==> src/rtl/gray_sync_decoder.sv <==
// gray_sync_decoder
//   Receive side of a 4-bit Gray-coded position/counter link. The incoming
//   Gray word is resynchronised into clk, every step is checked to change
//   exactly one bit, legal steps are decoded to binary with a direction
//   flag, and illegal multi-bit jumps are flagged, counted and force the
//   tracker back into acquisition.
//
//   Parameters
//     SYNC_STAGES : synchroniser depth (legal 2..4)
//     ERR_CNT_W   : width of the saturating error counter
//   Ports
//     clk       in   single clock, rising edge
//     rst_n     in   synchronous reset, active low
//     gray_in   in   [3:0] Gray word, may be asynchronous to clk
//     en        in   tracking enable; low freezes decoding and drops lock
//     bin_out   out  [3:0] last accepted value, binary
//     bin_valid out  one-cycle strobe when bin_out is loaded
//     dir       out  direction of last accepted step (1 = up), sticky
//     locked    out  high while tracking
//     step_err  out  one-cycle strobe on an illegal multi-bit change
//     err_cnt   out  [ERR_CNT_W-1:0] saturating count of step_err events
module gray_sync_decoder #(
  parameter int SYNC_STAGES = 2,
  parameter int ERR_CNT_W   = 8
) (
  input  logic                 clk,
  input  logic                 rst_n,
  input  logic [3:0]           gray_in,
  input  logic                 en,
  output logic [3:0]           bin_out,
  output logic                 bin_valid,
  output logic                 dir,
  output logic                 locked,
  output logic                 step_err,
  output logic [ERR_CNT_W-1:0] err_cnt
);

  typedef enum logic {ACQ = 1'b0, TRACK = 1'b1} state_t;

  state_t                        state_q, state_d;
  logic [SYNC_STAGES-1:0][3:0]   sync_q;
  logic [3:0]                    g_s;
  logic [3:0]                    g_prev, g_prev_d;
  logic [3:0]                    bin_d;
  logic                          vld_d, dir_d, err_d;
  logic [ERR_CNT_W-1:0]          cnt_d;

  logic [3:0]                    diff;
  logic [3:0]                    dec;
  logic                          one_bit, multi_bit;

  // Gray -> binary: each binary bit is the XOR of all Gray bits at or above it.
  function automatic logic [3:0] gray2bin(input logic [3:0] g);
    logic [3:0] b;
    b[3] = g[3];
    for (int i = 2; i >= 0; i--) b[i] = b[i+1] ^ g[i];
    return b;
  endfunction

  // Synchroniser chain; runs every cycle independent of en so the tracker
  // always sees a fresh sample when it is re-enabled.
  always_ff @(posedge clk) begin
    if (!rst_n) begin
      sync_q <= '0;
    end else begin
      sync_q[0] <= gray_in;
      for (int i = 1; i < SYNC_STAGES; i++) sync_q[i] <= sync_q[i-1];
    end
  end

  assign g_s  = sync_q[SYNC_STAGES-1];
  assign diff = g_s ^ g_prev;
  assign dec  = gray2bin(g_s);
  // x & (x-1) clears the lowest set bit; zero afterwards means a single bit.
  assign one_bit   = (diff != 4'd0) && ((diff & (diff - 4'd1)) == 4'd0);
  assign multi_bit = (diff != 4'd0) && !one_bit;

  // Next-state and output decode.
  always_comb begin
    state_d  = state_q;
    g_prev_d = g_prev;
    bin_d    = bin_out;
    vld_d    = 1'b0;
    dir_d    = dir;
    err_d    = 1'b0;
    cnt_d    = err_cnt;
    case (state_q)
      ACQ: begin
        if (en) begin
          if (g_s == g_prev) begin
            // Two matching samples in a row: trust the word and lock.
            bin_d   = dec;
            vld_d   = 1'b1;
            state_d = TRACK;
          end else begin
            g_prev_d = g_s;
          end
        end
      end
      TRACK: begin
        if (!en) begin
          // A simultaneous illegal jump is deliberately not reported here.
          state_d = ACQ;
        end else if (one_bit) begin
          g_prev_d = g_s;
          bin_d    = dec;
          vld_d    = 1'b1;
          // 4-bit add wraps, so 15 -> 0 reads as up and 0 -> 15 as down.
          dir_d    = (dec == bin_out + 4'd1);
        end else if (multi_bit) begin
          err_d    = 1'b1;
          if (!(&err_cnt)) cnt_d = err_cnt + ERR_CNT_W'(1);
          g_prev_d = g_s;
          state_d  = ACQ;
        end
      end
      default: state_d = ACQ;
    endcase
  end

  always_ff @(posedge clk) begin
    if (!rst_n) begin
      state_q   <= ACQ;
      g_prev    <= '0;
      bin_out   <= '0;
      bin_valid <= 1'b0;
      dir       <= 1'b0;
      locked    <= 1'b0;
      step_err  <= 1'b0;
      err_cnt   <= '0;
    end else begin
      state_q   <= state_d;
      g_prev    <= g_prev_d;
      bin_out   <= bin_d;
      bin_valid <= vld_d;
      dir       <= dir_d;
      locked    <= (state_d == TRACK);
      step_err  <= err_d;
      err_cnt   <= cnt_d;
    end
  end

endmodule

==> config.mk <==
export PLATFORM = sky130hd
export DESIGN_NAME = gray_sync_decoder
export DESIGN_NICKNAME = d
export VERILOG_FILES = /design/src/rtl/gray_sync_decoder.sv
export SDC_FILE = /design/constraint.sdc
export NUM_CORES = 1
export LEC_CHECK = 0
export ABC_AREA = 1
export CAP_MARGIN = 25
export CORE_MARGIN = 2
export CORE_UTILIZATION = 45
export DETAILED_ROUTE_END_ITERATION = 12
export PLACE_DENSITY = 0.74
export SYNTH_ARGS = -nofsm -noshare
export SYNTH_HDL_FRONTEND = slang
export SYNTH_SLANG_ARGS = --single-unit
==> constraint.sdc <==
create_clock -name clk -period 1.9 [get_ports clk]
set_clock_uncertainty 0.15 [all_clocks]
set_input_delay 0.19 -clock clk [delete_from_list [all_inputs] [get_ports clk]]
set_output_delay 0.19 -clock clk [all_outputs]
set_load 0.02 [all_outputs]
==> out/metrics.cfg <==
[place]
portBuffers = 22
dp_hpwl_um = 2020
gp_congestion = 0.869

[clock_network]
clock_sinks = 28
clkLatencyLatePin_ps = 340
path_clk_slew_ps = 150
cts_buffers = 3
cts_tree = built
htree_num_levels = 1
clock_path_buffers = 2
cts_root_buf = clkbuf_4
hold_buffers = 0

[worst_setup_path]
crit_chain = buf_4, clkdlybuf4s50_1
crit_slowest_cell = clkdlybuf4s50_1
cp.required_ps = 1560
worst-path-max-fanout = 3
critPathCaptureType = output port
cp-start-kind = flop
worstSetupPathType = flop to output port
max_stage_delay_ps = 600
cp_data_arrival_time_ps = 1440

[synthesis]
netlist_instances = 209
syn_area_um2 = 1440
syn_area_per_cell_um2 = 6.89
syn_nets = 218
yosysSeqAreaShare_pct = 38.9
yosys_warnings = 0
yosys_register_bits = 28
synth_cell_types = 28

[sta]
drv_slew = 0
rsz0062_at_grt = false
finalHoldViolations = 0
tns_ps = 0
max_freq_ghz = 0.562
period_share_pct = 93.6
slew_headroom_pct = 78.1
holdWs_ps = 207
setup_viol = 0
tightest_slew_ps = 327
fin_crit_ps = 1780

[grt]
grt_pass1_wl_um = 4280
antenna_found_initial = 0
grt-ovfl-total = 0
grt_usage_pct = 15.5
first_global_vias = 1006
grt_max_degree = 17

[detailed_routing]
top_layer = met4
wire_per_inst_um = 9.14
viasPerCell = 4.41
ant_nets = 0
drt-total-wl_um = 2600
drc = 0
wl_met2_um = 1170
vias = 1252
wl_met1_um = 1290
first_pass_iters = 4
dr_wl_met3_um = 110
drt-initial-drc-count = 40

[pwr]
p_per_area_nw_per_um2 = 781
ir_drop_uv = 499
power_leakage_uw = 0.000837

[worst_hold_path]
hp-class = input port to flop

[final_layout]
final_common_cell = nand2_1
antenna_cells = 0
final_cell_mix = nand2_1 (61), inv_1 (32), dfxtp_1 (27)
fillers = 303
nets = 250
area_growth_pct = 26.4
drive_above_1_share_pct = 15.0

[flow_run]
maxCapViolations = 0

[floorplanning]
fp.dieW_um = 60.6
coreArea_um2 = 3050
die_h_um = 60.6
dieArea_um2 = 3670
io_pins = 23
rows = 20
initial_core_util_pct = 47.2

[run_status]
outcome = finished clean

[worst max-delay path, delay by kind of cell (launching register included)]
family                 cells  cell delay, ps
buffers and inverters      2             740
flip-flops                 1             370
[per-layer routing]
metal	vias to the layer above	global-route usage (%)
met1	530	21.2
met4	0	3.73
met5	-	0
met2	19	24.0
li1	701	-
met3	2	4.90
[power breakdown]
group	total, uW	switching, uW	internal (uW)
registers	663	33.2	630
clock network	400	186	213
logic	359	216	143
[final timing paths]
kind | startpoint | endpoint | slack, ps | cells after the start
worst min-delay path | gray_in[2] | sync_q[2] | 210 | 3
worst min register to register | sync_q[2] | g_s[2] | 280 | 2
worst max register to register | err_cnt[1] | err_cnt[2] | 130 | 10
worst max-delay path | err_cnt[0] | err_cnt[0] | 120 | 2
[flip-flops by register name, summed over array words and instances, names as in the netlist]
signal,flops
err_cnt,8
dir,1
bin_out,4
step_err,1
g_prev,4
bin_valid,1
state_q,1
g_s,4
sync_q,4
[area by class of cell]
class                   instances  area [um2]  area share, %
inverters                      35         131           7.22
well taps                      44        55.1           3.02
clock buffers                   3        22.5           1.24
multi-input cells             143         727           39.9
flip-flops and latches         28         562           30.9
repair buffers                 30         293           16.1
clock inverters                 1        30.0           1.65
[timing repair]
action / CTS / global route
endpoints found under the setup margin: 0 / 4
gates resized for setup: 0 / 1
buffers inserted: 0 / 0
[cell usage after synthesis (all sizes together)]
master | n | area (um2)
nand2 | 71 | 312
nand4 | 3 | 18.8
buf | 2 | 16.3
xor2 | 2 | 25.0
inv | 35 | 131
nor2 | 23 | 96.4
or2 | 1 | 6.26
a21o | 1 | 7.51
dfxtp | 28 | 561
nand3 | 15 | 92.6
xnor2 | 1 | 8.76
ha | 2 | 25.0
o21ai | 10 | 61.3
clkbuf | 1 | 5.00
nor3 | 4 | 20.0
a21oi | 10 | 53.8
[per-stage QoR]
stage | util, % | power (uW) | std cells | instance area, um2 | setup WS, ps
2_1_floorplan | - | 932 | 209 | 1440 | 121
3_3_place_gp | 57.9 | 1030 | 280 | 1770 | 137
3_5_place_dp | 57.9 | 1040 | 280 | 1770 | 116
4_1_cts | 59.6 | 1440 | 284 | 1820 | 103
5_1_grt | 59.6 | 1500 | 284 | 1820 | 17.2
6_report | 59.6 | 1420 | 284 | 1820 | 122
[cell families (layout without fill, tap and decap cells)]
| group | Yosys count | after routing | share of synthesized area (%) |
|---|---|---|---|
| flip-flops | 28 | 28 | 38.9 |
| XOR/XNOR | 3 | 3 | 2.35 |
| adder cells (fa/ha/maj) | 2 | 2 | 1.74 |
| AO/OA/AOI/OAI | 21 | 21 | 8.51 |
| AND/OR/NAND/NOR | 117 | 117 | 37.9 |
| buffers and inverters | 38 | 69 | 10.6 |
(Power assumes the default switching activity.)
